==> config.mk <==
export PLATFORM = sky130hd
export DESIGN_NAME = controle_vez
export DESIGN_NICKNAME = d
export VERILOG_FILES = /design/src/rtl/controle_vez.sv
export SDC_FILE = /design/constraint.sdc
export NUM_CORES = 1
export LEC_CHECK = 0
export CAP_MARGIN = 20
export CELL_PAD_IN_SITES_DETAIL_PLACEMENT = 1
export CELL_PAD_IN_SITES_GLOBAL_PLACEMENT = 1
export CORE_MARGIN = 10
export CORE_UTILIZATION = 40
export CTS_BUF_LIST = sky130_fd_sc_hd__clkbuf_8
export DETAILED_ROUTE_END_ITERATION = 6
export DONT_BUFFER_PORTS = 1
export HOLD_SLACK_MARGIN = 0.02
export PLACE_DENSITY_LB_ADDON = 0.15
export SYNTH_ARGS = -nofsm -noshare
export SYNTH_HDL_FRONTEND = slang
export SYNTH_SLANG_ARGS = --single-unit
==> constraint.sdc <==
create_clock -name clock -period 2.6 [get_ports clock]
set_input_delay 0.78 -clock clock [delete_from_list [all_inputs] [get_ports clock]]
set_output_delay 0.78 -clock clock [all_outputs]
set_load 0.1 [all_outputs]
==> src/rtl/controle_vez.sv <==
// controle_vez: tic-tac-toe turn sequencer; validates a move, writes the board once, checks win/draw, passes or skips the turn
// Ports: clock, reset (synchronous, active-low)
//   iniciar                  start/restart a game (only from OCIOSO or FIM)
//   jogar, posicao           one-cycle move strobe and the cell 0..8 it targets
//   casa_ocupada, vitoria    feedback from the board (cell pos_reg taken) and the win detector
//   jogador                  player on turn, drives the player display
//   registra, pos_reg        board write enable (one cycle per accepted move) and latched cell
//   erro_jogada, estourou    one-cycle pulses: rejected move, turn timed out
//   num_jogadas              moves written this game (0..9)
//   fim_jogo, empate, vencedor  game over level, draw flag, winning player
//   estado                   FSM state code for debug display
module controle_vez #(
  parameter int TIMEOUT = 5000,
  parameter int W_TIMER = 13,
  parameter bit JOGADOR_INICIAL = 1'b0
) (
  input  logic       clock,
  input  logic       reset,
  input  logic       iniciar,
  input  logic       jogar,
  input  logic [3:0] posicao,
  input  logic       casa_ocupada,
  input  logic       vitoria,
  output logic       jogador,
  output logic       registra,
  output logic [3:0] pos_reg,
  output logic       erro_jogada,
  output logic       estourou,
  output logic [3:0] num_jogadas,
  output logic       fim_jogo,
  output logic       empate,
  output logic       vencedor,
  output logic [2:0] estado
);
  typedef enum logic [2:0] {
    OCIOSO   = 3'd0,
    ESPERA   = 3'd1,
    VALIDA   = 3'd2,
    REGISTRA = 3'd3,
    VERIFICA = 3'd4,
    TROCA    = 3'd5,
    FIM      = 3'd6
  } estado_t;
  localparam logic [W_TIMER-1:0] ULTIMO = W_TIMER'(TIMEOUT - 1);
  estado_t state, state_n;
  logic [W_TIMER-1:0] timer, timer_n;
  logic [3:0] pos_n, num_n;
  logic jogador_n, erro_n, estourou_n, empate_n, vencedor_n;
  always_comb begin
    state_n = state;
    timer_n = timer;
    pos_n = pos_reg;
    num_n = num_jogadas;
    jogador_n = jogador;
    erro_n = 1'b0;
    estourou_n = 1'b0;
    empate_n = empate;
    vencedor_n = vencedor;
    case (state)
      OCIOSO, FIM:
        if (iniciar) begin
          state_n = ESPERA;
          timer_n = '0;
          num_n = '0;
          empate_n = 1'b0;
          vencedor_n = 1'b0;
          jogador_n = JOGADOR_INICIAL;
        end
      // a move on the last allowed cycle still counts; the timer only runs while the player idles
      ESPERA:
        if (jogar) begin
          pos_n = posicao;
          state_n = VALIDA;
        end else if (timer == ULTIMO) begin
          estourou_n = 1'b1;
          state_n = TROCA;
        end else timer_n = timer + 1'b1;
      // rejected moves keep the running timer so retries cannot stretch the turn
      VALIDA:
        if (pos_reg > 4'd8 || casa_ocupada) begin
          erro_n = 1'b1;
          state_n = ESPERA;
        end else state_n = REGISTRA;
      REGISTRA: begin
        num_n = (num_jogadas < 4'd9) ? num_jogadas + 4'd1 : num_jogadas;
        state_n = VERIFICA;
      end
      // a win on the ninth move is a win, not a draw
      VERIFICA:
        if (vitoria) begin
          vencedor_n = jogador;
          state_n = FIM;
        end else if (num_jogadas == 4'd9) begin
          empate_n = 1'b1;
          state_n = FIM;
        end else state_n = TROCA;
      TROCA: begin
        jogador_n = ~jogador;
        timer_n = '0;
        state_n = ESPERA;
      end
      default: state_n = OCIOSO;
    endcase
  end
  always_ff @(posedge clock) begin
    if (!reset) begin
      state <= OCIOSO;
      timer <= '0;
      pos_reg <= '0;
      num_jogadas <= '0;
      jogador <= JOGADOR_INICIAL;
      erro_jogada <= 1'b0;
      estourou <= 1'b0;
      empate <= 1'b0;
      vencedor <= 1'b0;
    end else begin
      state <= state_n;
      timer <= timer_n;
      pos_reg <= pos_n;
      num_jogadas <= num_n;
      jogador <= jogador_n;
      erro_jogada <= erro_n;
      estourou <= estourou_n;
      empate <= empate_n;
      vencedor <= vencedor_n;
    end
  end
  assign registra = (state == REGISTRA);
  assign fim_jogo = (state == FIM);
  assign estado = state;
endmodule

==> impl_metrics.tcl <==
set metrics [dict create \
    drv_slew 0 \
    syn_to_final_growth_pct 16.1 \
    first_global_vias 1569 \
    ys_warn_count 0 \
    yosys-top-cells-area "dfxtp_1 36%, nor2_1 6.3%, mux2i_1 4.4%" \
    numCtsBuffers 5 \
    synth_compound_area_share_pct 17.7 \
    hold_depth 1 \
    synthAdderAreaFrac_pct 3.76 \
    clock_latency_ps 280 \
    final_core_util_pct 49.2 \
    place_congestion 0.823 \
    path_depth 3 \
    synth-simple-area-share_pct 30.2 \
    worstPathArrival_ps 1610 \
    synth_area_um2 1600 \
    largest_reg_flops 13 \
    rows 22 \
    cpPeakStageDelay_ps 460 \
    hold_viol 0 \
    drc 0 \
    crit_path_end_kind "primary output" \
    synth_area_leader_cell "dfxtp_1" \
    fin_nets 223 \
    rr_worst_depth 6 \
    synth_top_family_by_area "simple AND/OR/NAND/NOR gates" \
    async_flop_share_pct 0 \
    tightest_slew_ps 1020 \
    period_minus_slack_ps 2390 \
    initial_utilization_pct 42.4 \
    crit_chain "clkinv_1 > nor3b_4 > buf_12" \
    startpoint_type "register" \
    yosysSeqAreaShare_pct 36.3 \
    status "complete, no violations" \
    cts_resized 0 \
    cp_num_buf_inv 2 \
    synth_nets 208 \
    synth_common_cells "29 x dfxtp_1, 27 x nor2_1, 17 x nand2_1, 12 x o21ai_0, 10 x nand3_1" \
    worst_path_dominant_cell_family "buffers and inverters" \
    fin_crit_sh_pct 91.8 \
    grt-ovfl-total 0 \
    die_area_um2 6920 \
    yosysMostFrequentCell "dfxtp_1" \
    yosysUniqueCellTypes 48 \
    hpwl_um 3490 \
    synth_cells 194 \
    drtIter0Drc 71 \
    die_w_um 83.2 \
    io_pins 28 \
    synth_mux_area_share_pct 5.09 \
    cap_violations 0 \
    viasPerCell 5.76 \
    die_y_um 83.2 \
    portBuffers 0 \
    ys_ff_latch 29 \
    detail-route-antenna-nets 0 \
    stdcell_count 258 \
    p_leak_nw 0.700 \
    preCtsSetupSlack_ps 341 \
    synth.top_cell.area_share_pct 36.3 \
    wl_um 4550 \
    coreArea_um2 3770 \
    grt_usage_pct 13.6 \
    worstPathRequired_ps 1820 \
    via_count 1487 \
    cts_tree "built" \
    drive_gt1_share_pct 19.5 \
    place_inst 250 \
    fmax_mhz 419 \
    htree_levels 2 \
    power.density_nw_per_um2 600 \
    setup_violations 0 \
    postCtsSetupBuffers 0 \
    rsz0062_at_grt "false" \
    layout_setup_ws_ps 212 \
    antenna_found_initial 0 \
    worstPathMaxFanout 11 \
    clock_sinks 29 \
    maxSlewHeadroom_pct 32.2 \
    slowest_stage "dfxtp_2" \
    p_total_mw 1.11 \
    synthFlopType "dfxtp_1" \
    hold_path.class "register to register" \
    ir_worst_vdd_v 0.000345 \
    worstSetupPathType "register to primary output" \
    grt_pass1_wl_um 8020 \
    grt_max_degree 21 \
    wl_per_cell_um 17.7 \
    root_buffer "clkbuf_8" \
    hold_buffers 0 \
    clk_pin_slew_worst_paths_ps 60 \
    synth_xor_area_share_pct 1.10 \
    fin_skew_ps 6.40 \
    synth_edf_count 0 \
    cts_buffer_depth 2 \
    diodes 0 \
    firstDrtPassIters 4 \
    avgSynthCellArea_um2 8.24 \
]
==> per-stage QoR <==
stage | cell area (um^2) | setup TNS (ps) | hold WS (ps)
final | 1860 | 0 | 522
after global routing | 1860 | 0 | 554
after CTS | 1860 | 0 | 519
after detailed placement | 1770 | 0 | 514
after global placement | 1770 | 0 | 499
after floorplan | 1620 | -207 | 455
==> cell families after synthesis <==
group                    Yosys count
adder cells (fa/ha/maj)            5
AND/OR/NAND/NOR                   92
AO/OA/AOI/OAI                     41
buffers and inverters             17
multiplexers                       8
XOR/XNOR                           2
flip-flops                        29
==> cells in the final DEF, fill, tap and decap left out, types with 2 or more instances in the layout <==
cell type,synthesis,routed
inv_1,7,9
ha_1,4,4
a22oi_1,2,2
o221a_2,2,2
xor2_1,2,2
nor3_1,6,6
o211ai_1,2,2
dfxtp_1,29,27
or3_1,4,4
buf_12,0,2
a21oi_1,8,8
nand3_1,10,10
nor3b_1,3,2
nand2b_1,2,2
nand4_1,4,4
or4_1,2,2
buf_4,0,15
and3_1,3,3
a31oi_1,3,3
nor2_1,27,27
and2b_2,3,3
o21ai_0,12,12
mux2i_1,7,7
clkbuf_8,2,6
nand2_1,17,17
nand3b_1,4,4
==> layer usage <==
metal,vias to the layer above,wire (um),track usage (%)
met4,0,74,5.23
li1,723,-,-
met2,35,2200,21.6
met1,720,2050,16.4
met5,-,0,0
met3,9,229,4.79
==> power by group <==
| group | leakage, nW | switching (mW) | internal, mW |
|---|---|---|---|
| clock network | 0.0538 | 0.166 | 0.207 |
| logic | 0.411 | 0.150 | 0.0734 |
| registers | 0.236 | 0.0594 | 0.457 |
| total | 0.700 | 0.375 | 0.738 |
==> final timing paths <==
path	slack (ps)	to	start
max	210	fim_jogo	estado[1]
min reg2reg	520	timer[11]	timer[11]
min	520	timer[11]	timer[11]
max reg2reg	330	timer[3]	timer[3]
==> cell type report <==
cell class / count / area (um^2)
fillers: 460 / 1920
multi-input cells: 148 / 937
flip-flops and latches: 29 / 586
repair buffers: 17 / 153
clock buffers: 6 / 82.6
well taps: 48 / 60.1
inverters: 8 / 30.0
clock inverters: 2 / 7.51
(Power assumes the default switching activity.)
